<file path="src/rtl/mux_word_scanner.sv">
// mux_word_scanner
//   Sequencer wrapped around a 2**IDX_W-to-1 word multiplexer. A single start
//   command (start_idx, count) becomes a burst of (index, word) beats. Each
//   beat is streamed downstream over a valid/ready handshake. The index wraps
//   modulo 2**IDX_W.
//
// Parameters
//   WORD_W  : width of each mux word and of m_data
//   IDX_W   : select/index width
//   MUX_LAT : mux latency from mux_sel to a valid mux_word (0 or 1)
//
// Ports
//   clk        in   rising-edge clock
//   rst_n      in   asynchronous active-low reset
//   start      in   command strobe, only honoured in IDLE
//   start_idx  in   first word index of the burst
//   count      in   number of words in the burst (0 .. 2**IDX_W)
//   abort      in   synchronous cancel of the current burst
//   mux_sel    out  select to the word mux
//   mux_word   in   word returned by the mux
//   m_valid    out  output beat valid
//   m_ready    in   downstream accepts the beat
//   m_data     out  captured word
//   m_idx      out  index the captured word came from
//   busy       out  high in every state except IDLE
//   done       out  one-cycle pulse at burst end
//
// Optional feature
//   SCAN_ZERO_SKIP_EN : when defined, captured words equal to zero are
//   counted but never emitted.

module mux_word_scanner #(
  parameter int WORD_W  = 4,
  parameter int IDX_W   = 8,
  parameter int MUX_LAT = 0
) (
  input  logic              clk,
  input  logic              rst_n,
  input  logic              start,
  input  logic [IDX_W-1:0]  start_idx,
  input  logic [IDX_W:0]    count,
  input  logic              abort,
  output logic [IDX_W-1:0]  mux_sel,
  input  logic [WORD_W-1:0] mux_word,
  output logic              m_valid,
  input  logic              m_ready,
  output logic [WORD_W-1:0] m_data,
  output logic [IDX_W-1:0]  m_idx,
  output logic              busy,
  output logic              done
);

  typedef enum logic [2:0] {
    S_IDLE,
    S_ISSUE,
    S_WAIT,
    S_EMIT,
    S_DONE
  } state_t;

  state_t            state_q;
  logic [IDX_W-1:0]  idx_q;
  logic [IDX_W-1:0]  idx_d;
  logic [IDX_W:0]    remaining_q;
  logic [IDX_W:0]    remaining_d;
  logic [IDX_W-1:0]  mux_sel_q;
  logic              m_valid_q;
  logic [WORD_W-1:0] m_data_q;
  logic [IDX_W-1:0]  m_idx_q;
  logic              done_q;
  logic              capture;
  logic              skip_word;

  // Index and count values after consuming one word; the index wraps naturally
  // because it is exactly IDX_W bits wide.
  assign idx_d       = idx_q + 1'b1;
  assign remaining_d = remaining_q - 1'b1;

  // The mux word is sampled at the end of ISSUE for a combinational mux and
  // at the end of WAIT for a one-cycle registered mux.
  assign capture = ((state_q == S_ISSUE) && (MUX_LAT == 0)) || (state_q == S_WAIT);

`ifdef SCAN_ZERO_SKIP_EN
  assign skip_word = (mux_word == '0);
`else
  assign skip_word = 1'b0;
`endif

  // Burst sequencer. All outputs are registered here so m_ready never has a
  // combinational path to any output. abort wins over everything else while a
  // burst is active and also suppresses a simultaneous start in IDLE.
  always_ff @(posedge clk or negedge rst_n) begin
    if (!rst_n) begin
      state_q     <= S_IDLE;
      idx_q       <= '0;
      remaining_q <= '0;
      mux_sel_q   <= '0;
      m_valid_q   <= 1'b0;
      m_data_q    <= '0;
      m_idx_q     <= '0;
      done_q      <= 1'b0;
    end else if (abort && (state_q != S_IDLE)) begin
      state_q   <= S_IDLE;
      m_valid_q <= 1'b0;
      done_q    <= 1'b0;
    end else begin
      case (state_q)
        S_IDLE: begin
          if (start && !abort) begin
            if (count != '0) begin
              idx_q       <= start_idx;
              remaining_q <= count;
              mux_sel_q   <= start_idx;
              state_q     <= S_ISSUE;
            end else begin
              done_q  <= 1'b1;
              state_q <= S_DONE;
            end
          end
        end

        S_ISSUE, S_WAIT: begin
          if (capture) begin
            idx_q       <= idx_d;
            remaining_q <= remaining_d;
            if (skip_word) begin
              // A skipped word never reaches EMIT; move straight on.
              if (remaining_d != '0) begin
                mux_sel_q <= idx_d;
                state_q   <= S_ISSUE;
              end else begin
                done_q  <= 1'b1;
                state_q <= S_DONE;
              end
            end else begin
              m_data_q  <= mux_word;
              m_idx_q   <= idx_q;
              m_valid_q <= 1'b1;
              state_q   <= S_EMIT;
            end
          end else begin
            state_q <= S_WAIT;
          end
        end

        S_EMIT: begin
          if (m_ready) begin
            m_valid_q <= 1'b0;
            if (remaining_q != '0) begin
              // idx_q already points at the next word.
              mux_sel_q <= idx_q;
              state_q   <= S_ISSUE;
            end else begin
              done_q  <= 1'b1;
              state_q <= S_DONE;
            end
          end
        end

        S_DONE: begin
          done_q  <= 1'b0;
          state_q <= S_IDLE;
        end

        default: begin
          state_q <= S_IDLE;
        end
      endcase
    end
  end

  assign mux_sel = mux_sel_q;
  assign m_valid = m_valid_q;
  assign m_data  = m_data_q;
  assign m_idx   = m_idx_q;
  assign done    = done_q;
  assign busy    = (state_q != S_IDLE);

endmodule

</file>
<file path="config.mk">
export PLATFORM = sky130hd
export DESIGN_NAME = mux_word_scanner
export DESIGN_NICKNAME = d
export VERILOG_FILES = /design/src/rtl/mux_word_scanner.sv
export SDC_FILE = /design/constraint.sdc
export NUM_CORES = 1
export LEC_CHECK = 0
export BUFFER_PORTS_ARGS = -buffer_cell sky130_fd_sc_hd__buf_2
export CORE_ASPECT_RATIO = 1.1
export CORE_MARGIN = 5
export CORE_UTILIZATION = 25
export DETAILED_ROUTE_END_ITERATION = 16
export SKIP_LAST_GASP = 1
export SLEW_MARGIN = 30
export SYNTH_ARGS = -nofsm -noshare
export SYNTH_HDL_FRONTEND = slang
export SYNTH_SLANG_ARGS = --single-unit
</file>
<file path="constraint.sdc">
create_clock -name clk -period 4.7 [get_ports clk]
set_input_delay 0.705 -clock clk [delete_from_list [all_inputs] [get_ports clk]]
set_output_delay 0.705 -clock clk [all_outputs]
set_load 0.02 [all_outputs]
</file>
# Word-level counts from Yosys, hierarchy flattened
# Cells that the tools add are included.
# op_classes
mux,28
addsub,2
eq_ne,14
reduce_logical,19
bitwise,1
# ops
op,count
$mux 8,5
$pmux 8 s2,2
$mux 9,3
$pmux 9 s2,1
$reduce_bool 9->1,2
$mux 3,5
$ne 3x3->1 const B,5
$ne 2x2->1 const B,5
$reduce_and 5->1,2
$mux 1,9
$pmux 3 s3,1
$sub 9x1->9 const B,1
$add 8x1->8 const B,1
$eq 3x2->1 const B,2
$reduce_and 3->1,2
$reduce_and 6->1,1
$reduce_bool 3->1,2
$reduce_bool 2->1,2
$reduce_bool 4->1,1
$eq 3x1->1 const B,1
$eq 3x3->1 const B,1
$logic_not 3->1,1
$pmux 1 s3,1
$logic_and 1x1->1,2
6 further kinds,6
# totals
out_inout_bits,23
input_bits,26
ff_bits,42

# Longest topological paths before layout
# Gate-level depths: netlist of run 1.
# depth
depth_word,5
mapped_depth,8

# Worst setup path before layout of run 1
# OpenSTA, ideal clock, no wires.
# synth_path
kind,input-to-reg
from,input count[4]
to,"register mux_sel_q[1], in the netlist mux_sel[1]"
path_slack_ps,2500
t_required_ps,4572
arrival_time_ps,2073
setup_ps,128
stages,6
path_cell_list,nor4_1 > and4_1 > buf_1 > a2111o_1 > buf_4 > mux2_1
# synth_between
elab_chain_cells,3
# synth_rtl
item,line_no,rtl
"start, declared",41,"input logic [IDX_W:0] count,"
$reduce_bool 9->1,110,if (count != '0) begin
$ne 2x2->1 (no source line),--,
$reduce_and 6->1 (no source line),--,
"end signal, assigned",113,mux_sel_q <= start_idx;
"end signal, assigned",129,mux_sel_q <= idx_d;
"end signal, assigned",151,mux_sel_q <= idx_q;
"end, declared",66,logic [IDX_W-1:0] mux_sel_q;
# No other way between the ends.
# A chain may end at the register's enable or synchronous reset.

# Worst setup path after layout of run 1
# layout_path
from,register state_q[1]
to,register remaining_q[1]
# layout_between
elab_chain_cells,4
word_cells_on_any_way,14
cone_classes,5 x eq/ne; 1 x mux; 1 x bitwise; 7 x reduce/logical
# layout_rtl
item,line_no,rtl
"start, declared",61,state_t state_q;
"start signal, assigned",94,state_q <= S_IDLE;
"start signal, assigned",103,state_q <= S_IDLE;
"start signal, assigned",114,state_q <= S_ISSUE;
$eq 3x1->1 (tied with other cells),"81, 107",
$reduce_or 2->1 (tied with other cells),107,case (state_q)
$ne 2x2->1 (no source line) (tied with other cells),--,
$reduce_and 5->1 (no source line),--,
"end signal, assigned",112,remaining_q <= count;
"end signal, assigned",125,remaining_q <= remaining_d;
"end, declared",64,logic [IDX_W:0] remaining_q;
# Several ways; a longest one is shown, not always the timed one.

==> summary.md, run 1 <==
| Metric | Value |
|---|---|
| Post-CTS Setup Bufs | `0` |
| R2r startpoint | `state_q[1]` |
| Setup CP Type | `flop to flop` |
| Via count | `2016` |
| Total CTS buffers | `5` |
| Layout cells sized above 1 | `26.8%` |
| Critical Path RT | `~5000 ps` |
| Crit-path max FO | `16` |
| Max rail drop VDD | `0.240 mV` |
| Endpoints failing hold | `0` |
| RSZ-0062 raised after global routing | `no` |
| Initial Util | `approximately a quarter` |
| CTS tree | `yes` |
| Die height | `between 100 and 150 um` |
| Reg-to-reg endpoint | `remaining_q[1]` |
| Crit path buf inv count | `0` |
| Die area | `between 10000 and 15000 um2` |
| Core Area | `slightly above 9000 um2` |
| Crit path DAT | `roughly 3000 ps` |
| CP max stage delay | `about 750 ps` |
| Final setup fails | `0` |
| Max Fclk | `365 MHz` |
| Rel. slew slack | `roughly two fifths` |
| Drt wl/cell | `16.7 um` |
| Post-DRT Antenna Nets | `0` |
| Via density | `between 5 and 6` |
| Clock Skew | `~3.2 ps` |
| R2R Setup Slk | `between 1500 and 2000 ps` |
| Grt total ovfl | `0` |
| Top FF cell, synth | `dfrtp_1` |
| Area of the mapped netlist | `2360 um2` |
| Crit start category | `flop` |
| CTS resizes | `0` |
| Hold buffer count at CTS | `0` |
| Largest net degree at the start of global routing | `between 40 and 50` |
| Storage element area | `between 1000 and 1500 um2` |
| Min-Delay Path Class | `primary input to asynchronous set/reset pin` |
| Antenna violations before repair | `0` |
| Ports | `49` |
| Final Cycle Share | `between 50% and 60%` |
| P_leak | `1.18 nW` |
| Outcome | `finished clean` |
| Synth warn | `0` |
| PortBufs | `48` |
| Worst-path clk slew | `80 ps` |
| Final #Nets | `~290` |
| Gate Count Post-Synth | `around 220` |
| Post-DP HPWL | `~4.6 mm` |
| Reg2Reg Depth | `4` |
| CP max stage cell | `a2111oi_4` |
| Vias in the first global route | `~1900` |
| #FFs+latches synth | `42` |
| Drt pass-1 iters | `4` |
| # fillers | `a little under 1000` |
| Ant diodes | `0` |
| Crit path launch | `state_q[1]` |
| Hold Slack | `383 ps` |
| Layout area overhead | `17.7%` |
| Number of flops mapped to enable cells by yosys | `0` |
| First-pass GRT wire length | `around 10 mm` |
| Slew Limit Fails | `0` |
| Maximum Capacitance Violations | `0` |
| Worst slew pin tran | `roughly 900 ps` |
| Critical path capture point type | `flop` |
| Clk sinks | `42` |
| Row Count | `37` |
| # DRC | `0` |
| Die Wd | `slightly above 100 um` |
| Async set or reset register ratio after synthesis | `100%` |
| Synth cell types | `52` |
| CTS Buffer Depth | `2` |
| Critical-path cell list | `nor3_1, a2111oi_4, nand2_1, mux2_1` |
| Largest delay share family, worst path | `simple AND/OR/NAND/NOR gates` |
| Seq/Total Area, Yosys | `between 40% and 50%` |
| Period minus WS final | `between 2000 and 3000 ps` |
| Synthesized area per cell | `roughly 11 um2` |
| GPL Wtd Cong | `0.810` |
| Post-Route Setup TNS | `0 ps` |
| Total Routing Usage GR | `a little under an eighth` |
| Area of the multi-input gates | `between 1000 and 1500 um2` |
| H-tree Lvls | `2` |
| Synthesized Nets | `about 250` |
| Initial DRC Count | `90` |
| Clk_lat worst skew | `300 ps` |
| PD cells | `~650 nW/um2` |
| WL final | `~6.4 mm` |
| Root buf cell | `clkbuf_8` |
-- synthesized netlist by cell type, drive strengths merged, types with 2 or more instances --
master | number | area share [%]
a2111o | 2 | 0.95
a211oi | 4 | 1.3
a21oi | 8 | 1.7
a22oi | 4 | 1.3
a31oi | 4 | 1.1
a32o | 2 | 0.85
and3 | 2 | 0.53
buf | 9 | 2.3
clkbuf | 6 | 0.95
dfrtp | 42 | 45
ha | 2 | 1.1
inv | 9 | 1.4
mux2 | 25 | 12
mux2i | 6 | 2.5
nand2 | 8 | 1.3
nand2b | 2 | 0.53
nand3 | 4 | 0.85
nand4 | 2 | 0.53
nor2 | 11 | 1.9
nor3 | 8 | 1.9
nor4 | 4 | 1.1
nor4b | 2 | 0.74
o2111ai | 2 | 0.74
o211a | 2 | 0.85
o211ai | 8 | 2.5
o21a | 2 | 0.64
o21ai | 14 | 3.0
o22a | 2 | 0.74
o22ai | 2 | 0.53
o2bb2ai | 7 | 2.6
or2 | 2 | 0.53
or3 | 3 | 1.0
-- power by group --
group          switching (mW)  internal, mW  total [mW]
logic                   0.521         0.349       0.870
clock network           0.128         0.119       0.247
registers               0.156         0.533       0.688
-- how the worst max path moves through the flow --
| stage | endpoint | slack, ps | cells after the start |
|---|---|---|---|
| floorplan | mux_sel[1] | 2500 | 6 |
| global placement | remaining_q[1] | 1950 | 4 |
| detailed placement | remaining_q[1] | 1940 | 4 |
| CTS | remaining_q[1] | 2040 | 4 |
| global route | remaining_q[1] | 1730 | 4 |
| finish | remaining_q[1] | 1960 | 4 |
-- registers in the layout (all words and copies together) (netlist names) --
register,flops
remaining_q,9
idx_q,8
done,1
m_data,4
m_idx,8
state_q,3
m_valid,1
mux_sel,8
-- cell families after synthesis --
| family | after synthesis | share of synthesized area, % |
|---|---|---|
| AND/OR/NAND/NOR | 53 | 12.6 |
| multiplexers | 31 | 14.5 |
| AO/OA/AOI/OAI | 69 | 21.9 |
| flip-flops | 42 | 44.5 |
| XOR/XNOR | 2 | 0.742 |
| buffers and inverters | 24 | 4.72 |
| adder cells (fa/ha/maj) | 2 | 1.06 |
-- layout by cell type (no fill, tap or decap), drive strengths merged, types with 3 or more instances in the layout --
master and n:
nand2 8, or3 3, o2bb2ai 7, inv 9, nor2 11, a22oi 4, o211ai 8, nand3 4
mux2i 6, a21oi 8, clkbuf 7, o21ai 14, dfrtp 42, a211oi 4, nor3 8, buf 49
nor4 4, a31oi 4, mux2 25
-- metal layers --
| layer | track usage, % | wire length, um | vias up |
|---|---|---|---|
| met5 | 0 | 0 | - |
| met4 | 3.94 | 119 | 0 |
| met3 | 2.88 | 414 | 12 |
| met2 | 16.8 | 2990 | 75 |
| met1 | 16.1 | 2850 | 988 |
| li1 | - | - | 941 |
-- metrics by stage --
stage,instance area [um2],cells,setup WS [ps],power [mW],util [%]
floorplan,2360,223,2500,1.30,-
global route,2780,382,1730,1.95,29.9
global placement,2680,374,1950,1.55,28.8
CTS,2770,382,2040,1.82,29.8
finish,2780,382,1960,1.81,29.9
detailed placement,2680,374,1940,1.56,28.8
-- worst reg2reg max path: cells and delay by family (launching register included) --
family / cells / cell delay (ps)
and+or+nand+nor: 2 / 770
AOI/OAI and AO/OA: 1 / 750
DFF: 1 / 670
muxes: 1 / 450
-- cell type report --
class	count	area share, %
clock buffers	7	3.11
clock inverters	1	0.180
inverters	9	1.22
multi-input cells	157	43.4
flip-flops and latches	42	37.8
well taps	117	5.27
repair buffers	49	9.00
Power figures use the tool's default switching activity.
==> run 2: changes to the inputs <==
Clock period 4.7 ns to 2.65 ns, I/O delays scaled along.
==> run 2 against run 1 <==
  * Design area increased by 3.6%
  * Via count fell by 0.15%
  * Sequential share of layout area fell by 1.3 points
  * Global-route usage grew 0.37 points
  * Worst setup slack lost 1700 ps
  * Sequential power increased by 77%
  * Die area unchanged
  * Combinational power grew 85%
  * Critical path depth grew 2
  * Critical path type unchanged
  * Largest power group unchanged
  * Highest routed layer unchanged
==> summary.md, run 2 (synthesized netlist as in run 1, its figures left out) <==
| Metric | Value |
|---|---|
| Outcome | `finished clean (unchanged)` |
| Setup CP Type | `flop to flop (unchanged)` |
| Reg2Reg Depth | `6 (was 4)` |
| DP Area | `2760 um2 (was 2680 um2)` |
| Commonest non-fill, non-tap cells in the layout | `buf_2 (47), dfrtp_1 (42), mux2_1 (18), buf_4 (13), nor2_1 (10) (was buf_2 (47), dfrtp_1 (42), mux2_1 (18), nor2_1 (10))` |
| Largest delay share family, worst path | `simple AND/OR/NAND/NOR gates (unchanged)` |
| Vias in the first global route | `2047 (was 1936)` |
| Total Routing Usage GR | `11.8% (was 11.4%)` |
| Maximum Capacitance Violations | `0 (unchanged)` |
| Total CTS buffers | `5 (unchanged)` |
| Setup slack after layout | `247 ps (was 1960 ps)` |
| Die height | `112 um (unchanged)` |
| Crit path DAT | `2590 ps (was 2930 ps)` |
| CP max stage delay | `570 ps (was 750 ps)` |
| Post-DP HPWL | `4.67 mm (was 4.61 mm)` |
| Ports | `49 (unchanged)` |
| Finished Cell Area | `2880 um2 (was 2780 um2)` |
| Reg-to-reg endpoint | `mux_sel[6] (was remaining_q[1])` |
| Ant diodes | `0 (unchanged)` |
| Die Wd | `103 um (unchanged)` |
| Endpoints failing hold | `0 (unchanged)` |
| GPL Wtd Cong | `0.803 (was 0.810)` |
| P_leak | `1.24 nW (was 1.18 nW)` |
| Hold buffer count at CTS | `0 (unchanged)` |
| R2r startpoint | `remaining_q[0] (was state_q[1])` |
| Crit start category | `flop (unchanged)` |
| Clk_lat worst skew | `300 ps (about the same)` |
| Drt pass-1 iters | `4 (unchanged)` |
| Via density | `5.12 (was 5.28)` |
| Critical-path cell list | `inv_1, ha_1, or4b_1, nor3_2, a2111o_1, mux2_1 (was nor3_1, a2111oi_4, nand2_1, mux2_1)` |
| Post-CTS Setup Bufs | `0 (unchanged)` |
| Final setup fails | `0 (unchanged)` |
| RSZ-0062 raised after global routing | `no (unchanged)` |
| Max Fclk | `416 MHz (was 365 MHz)` |
| Finished Core Util | `31.0% (was 29.9%)` |
| Slew Limit Fails | `0 (unchanged)` |
| Layout area overhead | `22.0% (was 17.7%)` |
| Most common cell after layout, fill and taps aside | `buf_2 (unchanged)` |
| Largest net degree at the start of global routing | `43 (unchanged)` |
| Post-Route Setup TNS | `0 ps (unchanged)` |
| First-pass GRT wire length | `10.7 mm (was 10.3 mm)` |
| Post-DRT Antenna Nets | `0 (unchanged)` |
| Critical path capture point type | `flop (unchanged)` |
| Initial Util | `25.4% (unchanged)` |
| Rel. slew slack | `55.0% (was 39.0%)` |
| Overall power | `3.36 mW (was 1.81 mW)` |
| Antenna violations before repair | `0 (unchanged)` |
| Drt wl/cell | `16.4 um (was 16.7 um)` |
| CTS resizes | `0 (unchanged)` |
| Row Count | `37 (unchanged)` |
| PortBufs | `48 (unchanged)` |
| WL final | `6.45 mm (was 6.37 mm)` |
| H-tree Lvls | `2 (unchanged)` |
| Root buf cell | `clkbuf_8 (unchanged)` |
| Worst-path clk slew | `90 ps (was 80 ps)` |
| R2R Setup Slk | `250 ps (was 1960 ps)` |
| PD cells | `1170 nW/um2 (was 650 nW/um2)` |
| CP max stage cell | `or4b_1 (was a2111oi_4)` |
| Core Area | `9310 um2 (unchanged)` |
| Critical Path RT | `2840 ps (was 4890 ps)` |
| Top reg by flops | `remaining_q (unchanged)` |
| Initial DRC Count | `101 (was 90)` |
| Pre-CTS setup slack | `230 ps (was 1940 ps)` |
| Final #Nets | `303 (was 292)` |
| Final Cycle Share | `90.7% (was 58.4%)` |
| Clk sinks | `42 (unchanged)` |
| Clock Skew | `7.91 ps (was 3.22 ps)` |
| Max rail drop VDD | `0.470 mV (was 0.240 mV)` |
| Crit path buf inv count | `1 (was 0)` |
| Die area | `11500 um2 (unchanged)` |
| Min-Delay Path Class | `primary input to asynchronous set/reset pin (unchanged)` |
| Grt total ovfl | `0 (unchanged)` |
| # DRC | `0 (unchanged)` |
| Crit-path max FO | `8 (was 16)` |
| Number of flip-flops under the largest register name | `9 (unchanged)` |
| CTS Buffer Depth | `2 (unchanged)` |
| Worst slew pin tran | `676 ps (was 916 ps)` |
| Layout cells sized above 1 | `29.7% (was 26.8%)` |
| Via count | `2013 (was 2016)` |
| CTS tree | `yes (unchanged)` |
| Period minus WS final | `2400 ps (was 2740 ps)` |
-- run 2: worst max-delay path by stage --
stage	startpoint	endpoint	slack, ps	cells after the start
after floorplan	remaining_q[0]	mux_sel[1]	550	8
after global placement	remaining_q[0]	mux_sel[1]	300	6
after detailed placement	remaining_q[0]	mux_sel[5]	230	6
after CTS	remaining_q[0]	mux_sel[6]	230	6
after global routing	remaining_q[0]	mux_sel[1]	50	6
final	remaining_q[0]	mux_sel[6]	250	6
-- run 2: worst reg2reg max path: cells and delay by family (launching register included) --
kind / cells / cell delay [ps]
mux: 1 / 370
flops: 1 / 380
simple gates: 2 / 830
fa+ha+maj: 1 / 190
compound gates: 1 / 430
buf+inv: 1 / 90
-- run 2: cell type report --
cell class                      count  area, um2
Clock inverter                      2       37.5
Multi-Input combinational cell    157       1210
Clock buffer                        6       72.6
Sequential cell                    42       1050
Tap cell                          117        146
Fill cell                         972       6420
Inverter                            9       33.8
Timing Repair Buffer               60        333
-- run 2: power by group --
| group | internal [mW] | switching, mW |
|---|---|---|
| sequential | 0.944 | 0.275 |
| combinational | 0.688 | 0.927 |
| clock | 0.282 | 0.243 |
| total | 1.91 | 1.44 |
-- run 2: metal layers --
layer	track usage [%]	routed length (um)
met5	0	0
met4	3.67	71
met3	2.38	411
met2	17.8	3000
met1	16.7	2970
-- run 2: through the flow --
step,std cells,hold slack [ps]
after floorplan,223,102
after global placement,385,472
after detailed placement,385,437
after CTS,393,106
after global routing,393,129
final,393,76.7
